==> src/rtl/interboard_tx_scheduler_if.sv <==
// Interface bundling the request ports and the link handshake of
// interboard_tx_scheduler. The "master" modport is the scheduler side: it
// takes requests and drives the link. The "slave" modport is the
// environment side: it issues requests and answers with tx_ready.
interface interboard_tx_scheduler_if;
  logic       sys_en;
  logic [2:0] sys_msg_type;
  logic [4:0] sys_number;
  logic       ctrl_en;
  logic [2:0] ctrl_msg_type;
  logic [4:0] ctrl_number;
  logic       tx_ready;
  logic       tx_valid;
  logic [2:0] tx_msg_type;
  logic [4:0] tx_number;

  modport master (
    input  sys_en, sys_msg_type, sys_number,
    input  ctrl_en, ctrl_msg_type, ctrl_number,
    input  tx_ready,
    output tx_valid, tx_msg_type, tx_number
  );

  modport slave (
    output sys_en, sys_msg_type, sys_number,
    output ctrl_en, ctrl_msg_type, ctrl_number,
    output tx_ready,
    input  tx_valid, tx_msg_type, tx_number
  );
endinterface

==> src/rtl/interboard_tx_scheduler.sv <==
// interboard_tx_scheduler: sequences outbound inter-board messages onto one
// link transmitter. System messages (one-entry slot, newest wins) take
// priority over game messages (FIFO). Each message is presented with a
// valid/ready handshake and is followed by a forced idle gap.
// Optional feature: define INTERBOARD_TX_TIMEOUT_EN to abandon a message
// that waits TIMEOUT_CYCLES in SEND without tx_ready (tx_timeout pulses).
// Without the macro SEND waits indefinitely and tx_timeout is tied to 0.
module interboard_tx_scheduler #(
  parameter int unsigned FIFO_DEPTH     = 4,
  parameter int unsigned GAP_CYCLES     = 8,
  parameter int unsigned TIMEOUT_CYCLES = 1000000
) (
  input  logic                               clk,
  input  logic                               rst,
  input  logic                               interboard_rst,
  interboard_tx_scheduler_if.master          bus,
  output logic                               transmit,
  output logic                               game_full,
  output logic [7:0]                         drop_cnt,
  output logic                               tx_timeout
);

  localparam int unsigned PTR_W = (FIFO_DEPTH > 1) ? $clog2(FIFO_DEPTH) : 1;
  localparam int unsigned CNT_W = PTR_W + 1;
  localparam int unsigned GAP_W = $clog2(GAP_CYCLES + 1);
  localparam logic [CNT_W-1:0] FIFO_FULL_CNT = CNT_W'(FIFO_DEPTH);
  localparam logic [GAP_W-1:0] GAP_LOAD      = GAP_W'(GAP_CYCLES);

  // Reject configurations the pointer arithmetic and gap counter cannot handle.
  if (FIFO_DEPTH < 2 || (FIFO_DEPTH & (FIFO_DEPTH - 1)) != 0 ||
      GAP_CYCLES < 1 || TIMEOUT_CYCLES < 1) begin : g_bad_params
    $error("interboard_tx_scheduler: illegal parameter combination");
  end

  typedef struct packed {
    logic [2:0] msg_type;
    logic [4:0] number;
  } msg_t;

  typedef enum logic [1:0] {
    ST_IDLE = 2'd0,
    ST_SEND = 2'd1,
    ST_GAP  = 2'd2
  } state_e;

  // Local and remote resets have identical effect.
  logic reset_all;
  assign reset_all = rst | interboard_rst;

  state_e            state_q;
  msg_t              fifo_mem_q [FIFO_DEPTH];
  logic [PTR_W-1:0]  rd_ptr_q, wr_ptr_q;
  logic [CNT_W-1:0]  count_q, count_d;
  logic              slot_valid_q, slot_valid_d;
  msg_t              slot_q;
  logic [7:0]        drop_cnt_q;
  logic              game_full_q;
  logic              transmit_q;
  logic              tx_valid_q;
  msg_t              tx_msg_q;
  logic [GAP_W-1:0]  gap_cnt_q;
  logic              timeout_hit;

  logic fifo_empty, fifo_full;
  logic sel_sys, sel_fifo, push_ok, push_drop, pending_d;

  assign fifo_empty = (count_q == '0);
  assign fifo_full  = (count_q == FIFO_FULL_CNT);

  // The sys slot always wins arbitration in IDLE; the selected entry is
  // consumed in the same cycle it is latched into the tx registers.
  assign sel_sys   = (state_q == ST_IDLE) && slot_valid_q;
  assign sel_fifo  = (state_q == ST_IDLE) && !slot_valid_q && !fifo_empty;
  // A pop in the same cycle frees the slot a full-FIFO push needs.
  assign push_ok   = bus.ctrl_en && (!fifo_full || sel_fifo);
  assign push_drop = bus.ctrl_en && fifo_full && !sel_fifo;

  // Next occupancy of the FIFO and the sys slot.
  always_comb begin
    // NOTE: every always_comb output gets a default first so no path leaves
    // it unassigned, which would otherwise infer a latch.
    count_d      = count_q;
    slot_valid_d = slot_valid_q;
    if (push_ok && !sel_fifo) begin
      count_d = count_q + CNT_W'(1);
    end else if (!push_ok && sel_fifo) begin
      count_d = count_q - CNT_W'(1);
    end
    if (bus.sys_en) begin
      slot_valid_d = 1'b1;
    end else if (sel_sys) begin
      slot_valid_d = 1'b0;
    end
  end

  assign pending_d = slot_valid_d | (count_d != '0);

  // FIFO pointers, sys slot, drop counter and full flag.
  always_ff @(posedge clk) begin
    // NOTE: sequential state uses non-blocking assignments so every register
    // samples the pre-edge values regardless of statement order.
    if (reset_all) begin
      rd_ptr_q     <= '0;
      wr_ptr_q     <= '0;
      count_q      <= '0;
      slot_valid_q <= 1'b0;
      slot_q       <= '0;
      drop_cnt_q   <= '0;
      game_full_q  <= 1'b0;
    end else begin
      count_q      <= count_d;
      game_full_q  <= (count_d == FIFO_FULL_CNT);
      slot_valid_q <= slot_valid_d;
      if (bus.sys_en) begin
        slot_q <= {bus.sys_msg_type, bus.sys_number};
      end
      if (push_ok) begin
        wr_ptr_q <= wr_ptr_q + PTR_W'(1);
      end
      if (sel_fifo) begin
        rd_ptr_q <= rd_ptr_q + PTR_W'(1);
      end
      if (push_drop && drop_cnt_q != 8'hFF) begin
        drop_cnt_q <= drop_cnt_q + 8'd1;
      end
    end
  end

  // FIFO storage writes.
  always_ff @(posedge clk) begin
    // NOTE: storage is deliberately not reset; the reset pointers and count
    // make stale entries unreachable, and the array maps onto plain RAM.
    if (push_ok) begin
      fifo_mem_q[wr_ptr_q] <= {bus.ctrl_msg_type, bus.ctrl_number};
    end
  end

  // Transmit FSM: IDLE selects, SEND handshakes, GAP enforces spacing.
  always_ff @(posedge clk) begin
    if (reset_all) begin
      state_q    <= ST_IDLE;
      tx_valid_q <= 1'b0;
      tx_msg_q   <= '0;
      gap_cnt_q  <= '0;
      transmit_q <= 1'b0;
    end else begin
      case (state_q)
        ST_IDLE: begin
          if (sel_sys) begin
            tx_msg_q   <= slot_q;
            tx_valid_q <= 1'b1;
            transmit_q <= 1'b1;
            state_q    <= ST_SEND;
          end else if (sel_fifo) begin
            tx_msg_q   <= fifo_mem_q[rd_ptr_q];
            tx_valid_q <= 1'b1;
            transmit_q <= 1'b1;
            state_q    <= ST_SEND;
          end else begin
            transmit_q <= pending_d;
          end
        end
        ST_SEND: begin
          transmit_q <= 1'b1;
          if (bus.tx_ready || timeout_hit) begin
            tx_valid_q <= 1'b0;
            gap_cnt_q  <= GAP_LOAD;
            state_q    <= ST_GAP;
          end
        end
        ST_GAP: begin
          // The count runs GAP_CYCLES..0, so an accept in cycle N lets the
          // next message appear at N+1+GAP_CYCLES+2.
          if (gap_cnt_q == '0) begin
            transmit_q <= pending_d;
            state_q    <= ST_IDLE;
          end else begin
            gap_cnt_q  <= gap_cnt_q - GAP_W'(1);
            transmit_q <= 1'b1;
          end
        end
        default: begin
          tx_valid_q <= 1'b0;
          state_q    <= ST_IDLE;
        end
      endcase
    end
  end

`ifdef INTERBOARD_TX_TIMEOUT_EN
  localparam int unsigned TO_W = $clog2(TIMEOUT_CYCLES + 1);
  localparam logic [TO_W-1:0] TO_LAST = TO_W'(TIMEOUT_CYCLES - 1);

  logic [TO_W-1:0] to_cnt_q;
  logic            tx_timeout_q;

  assign timeout_hit = (state_q == ST_SEND) && !bus.tx_ready && (to_cnt_q == TO_LAST);

  // Wait counter: zero outside SEND so it restarts on every SEND entry.
  always_ff @(posedge clk) begin
    if (reset_all) begin
      to_cnt_q     <= '0;
      tx_timeout_q <= 1'b0;
    end else begin
      tx_timeout_q <= timeout_hit;
      if (state_q == ST_SEND) begin
        to_cnt_q <= to_cnt_q + TO_W'(1);
      end else begin
        to_cnt_q <= '0;
      end
    end
  end

  assign tx_timeout = tx_timeout_q;
`else
  assign timeout_hit = 1'b0;
  assign tx_timeout  = 1'b0;
`endif

  assign bus.tx_valid    = tx_valid_q;
  assign bus.tx_msg_type = tx_msg_q.msg_type;
  assign bus.tx_number   = tx_msg_q.number;
  assign transmit        = transmit_q;
  assign game_full       = game_full_q;
  assign drop_cnt        = drop_cnt_q;

endmodule

==> src/flat_wrapper.sv <==
// flat-port wrapper written by rule: the top's interface ports become plain ports
module interboard_tx_scheduler_flat 
#(
  parameter int unsigned FIFO_DEPTH     = 4,
  parameter int unsigned GAP_CYCLES     = 8,
  parameter int unsigned TIMEOUT_CYCLES = 1000000
)
  (clk, rst, interboard_rst, transmit, game_full, drop_cnt, tx_timeout, bus_sys_en, bus_sys_msg_type, bus_sys_number, bus_ctrl_en, bus_ctrl_msg_type, bus_ctrl_number, bus_tx_ready, bus_tx_valid, bus_tx_msg_type, bus_tx_number);
  interboard_tx_scheduler_if bus_i ();
  input  logic clk;
  input  logic rst;
  input  logic interboard_rst;
  output logic transmit;
  output logic game_full;
  output logic [7:0] drop_cnt;
  output logic tx_timeout;
  input wire logic [$bits(bus_i.sys_en)-1:0] bus_sys_en;
  input wire logic [$bits(bus_i.sys_msg_type)-1:0] bus_sys_msg_type;
  input wire logic [$bits(bus_i.sys_number)-1:0] bus_sys_number;
  input wire logic [$bits(bus_i.ctrl_en)-1:0] bus_ctrl_en;
  input wire logic [$bits(bus_i.ctrl_msg_type)-1:0] bus_ctrl_msg_type;
  input wire logic [$bits(bus_i.ctrl_number)-1:0] bus_ctrl_number;
  input wire logic [$bits(bus_i.tx_ready)-1:0] bus_tx_ready;
  output wire logic [$bits(bus_i.tx_valid)-1:0] bus_tx_valid;
  output wire logic [$bits(bus_i.tx_msg_type)-1:0] bus_tx_msg_type;
  output wire logic [$bits(bus_i.tx_number)-1:0] bus_tx_number;
  assign bus_i.sys_en = bus_sys_en;
  assign bus_i.sys_msg_type = bus_sys_msg_type;
  assign bus_i.sys_number = bus_sys_number;
  assign bus_i.ctrl_en = bus_ctrl_en;
  assign bus_i.ctrl_msg_type = bus_ctrl_msg_type;
  assign bus_i.ctrl_number = bus_ctrl_number;
  assign bus_i.tx_ready = bus_tx_ready;
  assign bus_tx_valid = bus_i.tx_valid;
  assign bus_tx_msg_type = bus_i.tx_msg_type;
  assign bus_tx_number = bus_i.tx_number;
  interboard_tx_scheduler #(.FIFO_DEPTH(FIFO_DEPTH), .GAP_CYCLES(GAP_CYCLES), .TIMEOUT_CYCLES(TIMEOUT_CYCLES)) u_core (.clk(clk), .rst(rst), .interboard_rst(interboard_rst), .bus(bus_i), .transmit(transmit), .game_full(game_full), .drop_cnt(drop_cnt), .tx_timeout(tx_timeout));
endmodule
==> config.mk <==
export PLATFORM = sky130hd
export DESIGN_NAME = interboard_tx_scheduler_flat
export DESIGN_NICKNAME = d
export VERILOG_FILES = /design/src/rtl/interboard_tx_scheduler_if.sv /design/src/rtl/interboard_tx_scheduler.sv /design/src/flat_wrapper.sv
export SDC_FILE = /design/constraint.sdc
export NUM_CORES = 1
export LEC_CHECK = 0
export ABC_AREA = 0
export CORE_MARGIN = 2
export CORE_UTILIZATION = 36
export DETAILED_ROUTE_END_ITERATION = 8
export PLACE_DENSITY = 0.66
export SLEW_MARGIN = 15
export SYNTH_ARGS = -nofsm -noshare
export SYNTH_HDL_FRONTEND = slang
export SYNTH_SLANG_ARGS = --single-unit
==> constraint.sdc <==
create_clock -name clk -period 4.1 [get_ports clk]
set_clock_uncertainty 0.05 [all_clocks]
set_input_delay 0.41 -clock clk [delete_from_list [all_inputs] [get_ports clk]]
set_output_delay 0.41 -clock clk [all_outputs]
set_load 0.005 [all_outputs]
; Word-level counts from Yosys, hierarchy flattened
; Memories as Yosys holds them, arrays and structs flattened. A register that Yosys moved wholly into a read port is not among the register bits.
; Index checks and enable logic that the tools add are counted.
[word_totals]
register_bits = 41
mem_bits_rw = 32
input_bits = 22
word_cells = 85
mem_count = 1
[mem_list]
columns = name, words, width, read_ports, rd_clocked_by_memory_dff, write_ports, line
row1 = u_core.fifo_mem_q, 4, 8, 1, 1, 1, interboard_tx_scheduler.sv:51  ; msg_t fifo_mem_q [FIFO_DEPTH];
[classes]
n_addsub = 6
eq_ne = 9
n_mux = 26
bitwise_logic = 3
reduce_logical = 26
[op_table]
columns = operator, count
row1 = $mux W8, 2
row2 = $mux W2, 6
row3 = $mux W1, 10
row4 = $logic_and A1 B1 Y1, 9
row5 = $reduce_and A3 Y1, 3
row6 = $add A8 B1 Y8 const B, 1
row7 = $mux W4, 2
row8 = $ne A8 B8 Y1 const B, 1
row9 = $pmux W4 S2, 1
row10 = $eq A3 B3 Y1 const B, 2
row11 = $mux W3, 2
row12 = $pmux W1 S3, 2
row13 = $pmux W2 S3, 1
row14 = $reduce_bool A3 Y1, 2
row15 = $logic_not A1 Y1, 5
row16 = $add A2 B1 Y2 const B, 2
row17 = $logic_not A4 Y1, 1
row18 = $ne A2 B2 Y1 const B, 2
row19 = $reduce_bool A2 Y1, 2
row20 = $sub A4 B1 Y4 const B, 1
row21 = $add A3 B1 Y3 const B, 1
row22 = $logic_not A3 Y1, 1
row23 = $ne A3 B1 Y1 const B, 1
row24 = $sub A3 B1 Y3 const B, 1
row25 = other kinds (8), 9

; Logic depth before layout (Yosys ltp)
[depth]
depth_word = 14
depth_mapped = 8
mapped_depth_nobuf = 7

; Least setup slack after synthesis
; OpenSTA, ideal clock, no wires.
[synth_path]
path_kind = reg2reg
from = register u_core.state_q[0]
to = register u_core.drop_cnt_q[7] (netlist: u_core.drop_cnt[7])
setup_ns = 0.071
t_arrival_ns = 1.884
required_ns = 3.979
path_slack_ns = 2.096
stages_incl_launch_ff = 8
n_path_buf = 1
period_less_slack_ns = 2.004
cell_sequence = dfxtp_1 -> inv_1 -> ha_1 -> nor2b_1 -> or3_1 -> buf_2 -> or4_1 -> a21oi_1
[synth_between]
elab_chain_len = 6
[synth_lines]
columns = item, line
row1 = "start, declared", interboard_tx_scheduler.sv:50  ; state_e state_q;
row2 = "start signal, assigned", interboard_tx_scheduler.sv:141  ; state_q <= ST_IDLE;
row3 = "start signal, assigned", interboard_tx_scheduler.sv:153  ; state_q <= ST_SEND;
row4 = "start signal, assigned", interboard_tx_scheduler.sv:158  ; state_q <= ST_SEND;
row5 = $logic_not A2 Y1, interboard_tx_scheduler.sv:73  ; assign sel_fifo = (state_q == ST_IDLE) && !slot_valid_q && !fifo_empty;
row6 = $logic_and A1 B1 Y1 (2 in a row), interboard_tx_scheduler.sv:73
row7 = $logic_not A1 Y1, interboard_tx_scheduler.sv:76  ; assign push_drop = bus.ctrl_en && fifo_full && !sel_fifo;
row8 = $logic_and A1 B1 Y1, interboard_tx_scheduler.sv:76
row9 = $logic_and A1 B1 Y1, interboard_tx_scheduler.sv:123  ; if (push_drop && drop_cnt_q != 8'hFF) begin
row10 = "end signal, assigned", interboard_tx_scheduler.sv:124  ; drop_cnt_q <= drop_cnt_q + 8'd1;
row11 = "end, declared", interboard_tx_scheduler.sv:56  ; logic [7:0] drop_cnt_q;
; No other way between the ends.
; A chain may end at the register's enable or synchronous reset.

; Worst setup path after layout
[layout_path]
from = register u_core.state_q[0]
to = memory u_core.fifo_mem_q[1][6] (netlist name) (enable)
[layout_between]
elab_chain_len = 7
[layout_lines]
columns = item, line
row1 = $logic_not A2 Y1, interboard_tx_scheduler.sv:73
row2 = $logic_and A1 B1 Y1 (2 in a row), interboard_tx_scheduler.sv:73
row3 = $logic_or A1 B1 Y1, interboard_tx_scheduler.sv:75  ; assign push_ok = bus.ctrl_en && (!fifo_full || sel_fifo);
row4 = $logic_and A1 B1 Y1, interboard_tx_scheduler.sv:75
row5 = $mux W1, interboard_tx_scheduler.sv:133  ; if (push_ok) begin
row6 = $mux W1 (implied by the code), interboard_tx_scheduler.sv:134  ; fifo_mem_q[wr_ptr_q] <= {bus.ctrl_msg_type, bus.ctrl_number};
row7 = "end, declared", interboard_tx_scheduler.sv:51
; No other way between the ends.

==> impl_metrics.toml <==
[clock_network]
cts_hold_buf = 0
numCtsBuffers = 9
cts-resized-gates = 0
cts_tree = "built"
htreeDepth = 3
clock_sinks = 75
cts_buffer_depth = 2
cts_root_buf = "clkbuf_8"
clkLatencyLatePin_ns = 0.35
path_clk_slew_ns = 0.08
cts_setup_buffers = 0

[worst_setup_path]
worstPathArrival_ns = 2.24
slowest_stage = "a31oi_1"
critPathMaxFanout = 8
reg2reg_depth = 5
cp-end-kind = "register"
critPathMaxStageDelay_ns = 0.55
crit_chain = "inv_1, ha_1, nand2b_1, a31oi_1, and2_1"
start_kind = "register"
worstPathRequired_ns = 4.06
crit_type = "reg -> reg"

[floorplanning]
fp.dieH_um = 98.82
start_util_pct = 37.12
io_pins = 42
fp.dieW_um = 98.82
num_rows = 34
die_area_sq_um = 9765
core_sq_um = 8721

[route]
ant_nets = 0
viasPerCell = 4.864
wl_mm = 6.032
wl_per_cell_um = 13.87
vias = 2116
dr.first_iter.drc_count = 52
drc = 0
drt_first_pass_iters = 4

[global_routing]
grt_max_degree = 42
antenna_found_initial = 0
grt_first_pass_wirelength_mm = 10.09
grtUsageTotal_pct = 13.27
grt_pass1_vias = 2043
gr-total-overflow = 0

[logic_synthesis]
syn_inst = 284
synth-seq-area-share_pct = 56.28
synth-main-ff-cell = "dfxtp_1"
async_flop_share_pct = 0
synth_cell_types = 43
ys_ff_latch = 75
synthesis.area_sq_um = 3237
ys_warn_count = 0
syn_area_per_cell_sq_um = 11.40
synth_edf_count = 32
synth_nets = 320

[finish]
layout.cells.non_filler = 435
drive_gt1_share_pct = 8.563
fin_nets = 358
n_antenna_cell = 0
syn_to_final_growth_pct = 22.42

[placed_design]
hpwl_mm = 4.289
place.gp.congestion = 0.7896
io_buffer_count = 40
dp.cells = 419

[hold_path]
holdPathStages = 2
hold_class = "reg -> reg"

[timing]
finalHoldViolCount = 0
slew_headroom_pct = 45.86
setup_viol = 0
worst_pin_slew_ns = 0.8091
layout_min_cycle_time_ns = 2.286
rsz0062_at_grt = "false"
holdWs_ns = 0.4420
timing.final.crit_share_pct = 55.75
tns_ns = 0
final_max_slew_viol_count = 0
fmax_mhz = 437.5

[power_and_ir_drop]
ir_drop_uv = 287.3
p_leak_uw = 0.001387
powerDensity_nw_per_um2 = 426.8

[outcome]
status = "finished clean"

[run]
cap_violations = 0
-- worst max-delay path: cells and delay by family (launching register included) --
kind | cells | cell delay, ns
compound gates | 1 | 0.55
buf+inv | 1 | 0.11
simple gates | 2 | 0.63
fa+ha+maj | 1 | 0.26
flops | 1 | 0.35
-- routing by layer --
| layer | wire [um] | track usage (%) | vias up |
|---|---|---|---|
| met5 | 0 | 0 | - |
| met3 | 275 | 5.035 | 2 |
| li1 | - | - | 1077 |
| met1 | 2966 | 17.78 | 992 |
| met2 | 2778 | 20.32 | 45 |
| met4 | 12 | 3.477 | 0 |
-- layout make-up --
type / instances / area (sq um)
tap: 108 / 135.1
fill: 802 / 4758
clock inverter: 7 / 122.6
sequential: 75 / 1822
timing repair buffer: 40 / 400.4
clock buffer: 9 / 123.9
inverter: 15 / 56.30
multi-input combinational: 181 / 1303
-- stage by stage --
| stage | area [sq um] | utilization (%) | setup slack, ns | power (uW) |
|---|---|---|---|---|
| 2_1_floorplan | 3237 | - | 2.096 | 953.1 |
| 3_3_place_gp | 3716 | 42.61 | 1.761 | 1012 |
| 3_5_place_dp | 3716 | 42.61 | 1.669 | 1016 |
| 4_1_cts | 3963 | 45.44 | 1.800 | 1712 |
| 5_1_grt | 3963 | 45.44 | 1.624 | 1770 |
| 6_report | 3963 | 45.44 | 1.814 | 1691 |
-- flip-flops by register name, summed over array words and instances, names as in the netlist, 3 cells and up, named ones only --
name and flops:
u_core.fifo_mem_q 32, u_core.drop_cnt 8, u_core.slot_q 8, u_core.bus.tx_number 5, u_core.gap_cnt_q 4, u_core.bus.tx_msg_type 3, u_core.count_q 3
-- Yosys cell counts (2+ instances only) --
| master | number | area [sq um] |
|---|---|---|
| a211oi_1 | 3 | 22.52 |
| a21oi_1 | 9 | 45.04 |
| a311oi_1 | 8 | 70.07 |
| a31oi_1 | 2 | 12.51 |
| and2_1 | 4 | 25.02 |
| buf_2 | 3 | 15.01 |
| clkbuf_1 | 9 | 33.78 |
| dfxtp_1 | 43 | 860.8 |
| edfxtp_1 | 32 | 960.9 |
| ha_1 | 14 | 175.2 |
| inv_1 | 15 | 56.30 |
| mux2i_1 | 10 | 100.1 |
| mux4_2 | 8 | 180.2 |
| nand2_1 | 28 | 105.1 |
| nand2b_1 | 3 | 18.77 |
| nand3_1 | 2 | 10.01 |
| nand3b_1 | 2 | 15.01 |
| nor2_1 | 42 | 157.7 |
| nor2b_1 | 4 | 25.02 |
| nor3_1 | 4 | 20.02 |
| o21ai_0 | 4 | 20.02 |
| or3_1 | 2 | 12.51 |
| xnor2_1 | 9 | 78.83 |
| xor2_1 | 5 | 43.79 |
-- report_power, final --
| part | switching [uW] | internal (uW) | total (uW) | leakage, uW |
|---|---|---|---|---|
| registers | 16.3 | 803 | 819 | 0.000643 |
| clock network | 285 | 408 | 693 | 0.000116 |
| logic | 93.2 | 86.1 | 179 | 0.000628 |
| total | 394 | 1300 | 1690 | 0.00139 |
-- path summary, 6_finish.rpt --
kind,start,end,slack [ns]
setup / recovery,u_core.state_q[0]$_SDFFE_PP0P_,u_core.fifo_mem_q[1][6]$_DFFE_PP_,1.81
setup reg to reg,u_core.state_q[0]$_SDFFE_PP0P_,u_core.fifo_mem_q[1][6]$_DFFE_PP_,1.81
hold reg to reg,u_core.bus.tx_msg_type[0]$_SDFFE_PP0P_,u_core.bus.tx_msg_type[0]$_SDFFE_PP0P_,0.44
hold / removal,u_core.bus.tx_msg_type[0]$_SDFFE_PP0P_,u_core.bus.tx_msg_type[0]$_SDFFE_PP0P_,0.44
-- kinds of logic after synthesis --
| kind of cell | synth area share (%) |
|---|---|
| and+or+nand+nor | 13.53 |
| DFF | 56.28 |
| AOI/OAI and AO/OA | 8.737 |
| buffers and inverters | 3.479 |
| muxes | 8.659 |
| adders and majority gates | 5.412 |
| xor gates and xnor gates | 3.788 |
| other | 0.1159 |
-- placed cells by master, fill, tap and decap left out, types with 5 or more instances in the layout --
| cell type | count |
|---|---|
| mux4_2 | 8 |
| ha_1 | 14 |
| clkbuf_8 | 9 |
| nand2_1 | 28 |
| nor2_1 | 42 |
| dfxtp_1 | 43 |
| xor2_1 | 5 |
| a311oi_1 | 8 |
| xnor2_1 | 9 |
| a21oi_1 | 9 |
| edfxtp_1 | 32 |
| mux2i_1 | 10 |
| inv_1 | 15 |
| clkdlybuf4s50_1 | 40 |
Power figures use the tool's default switching activity.
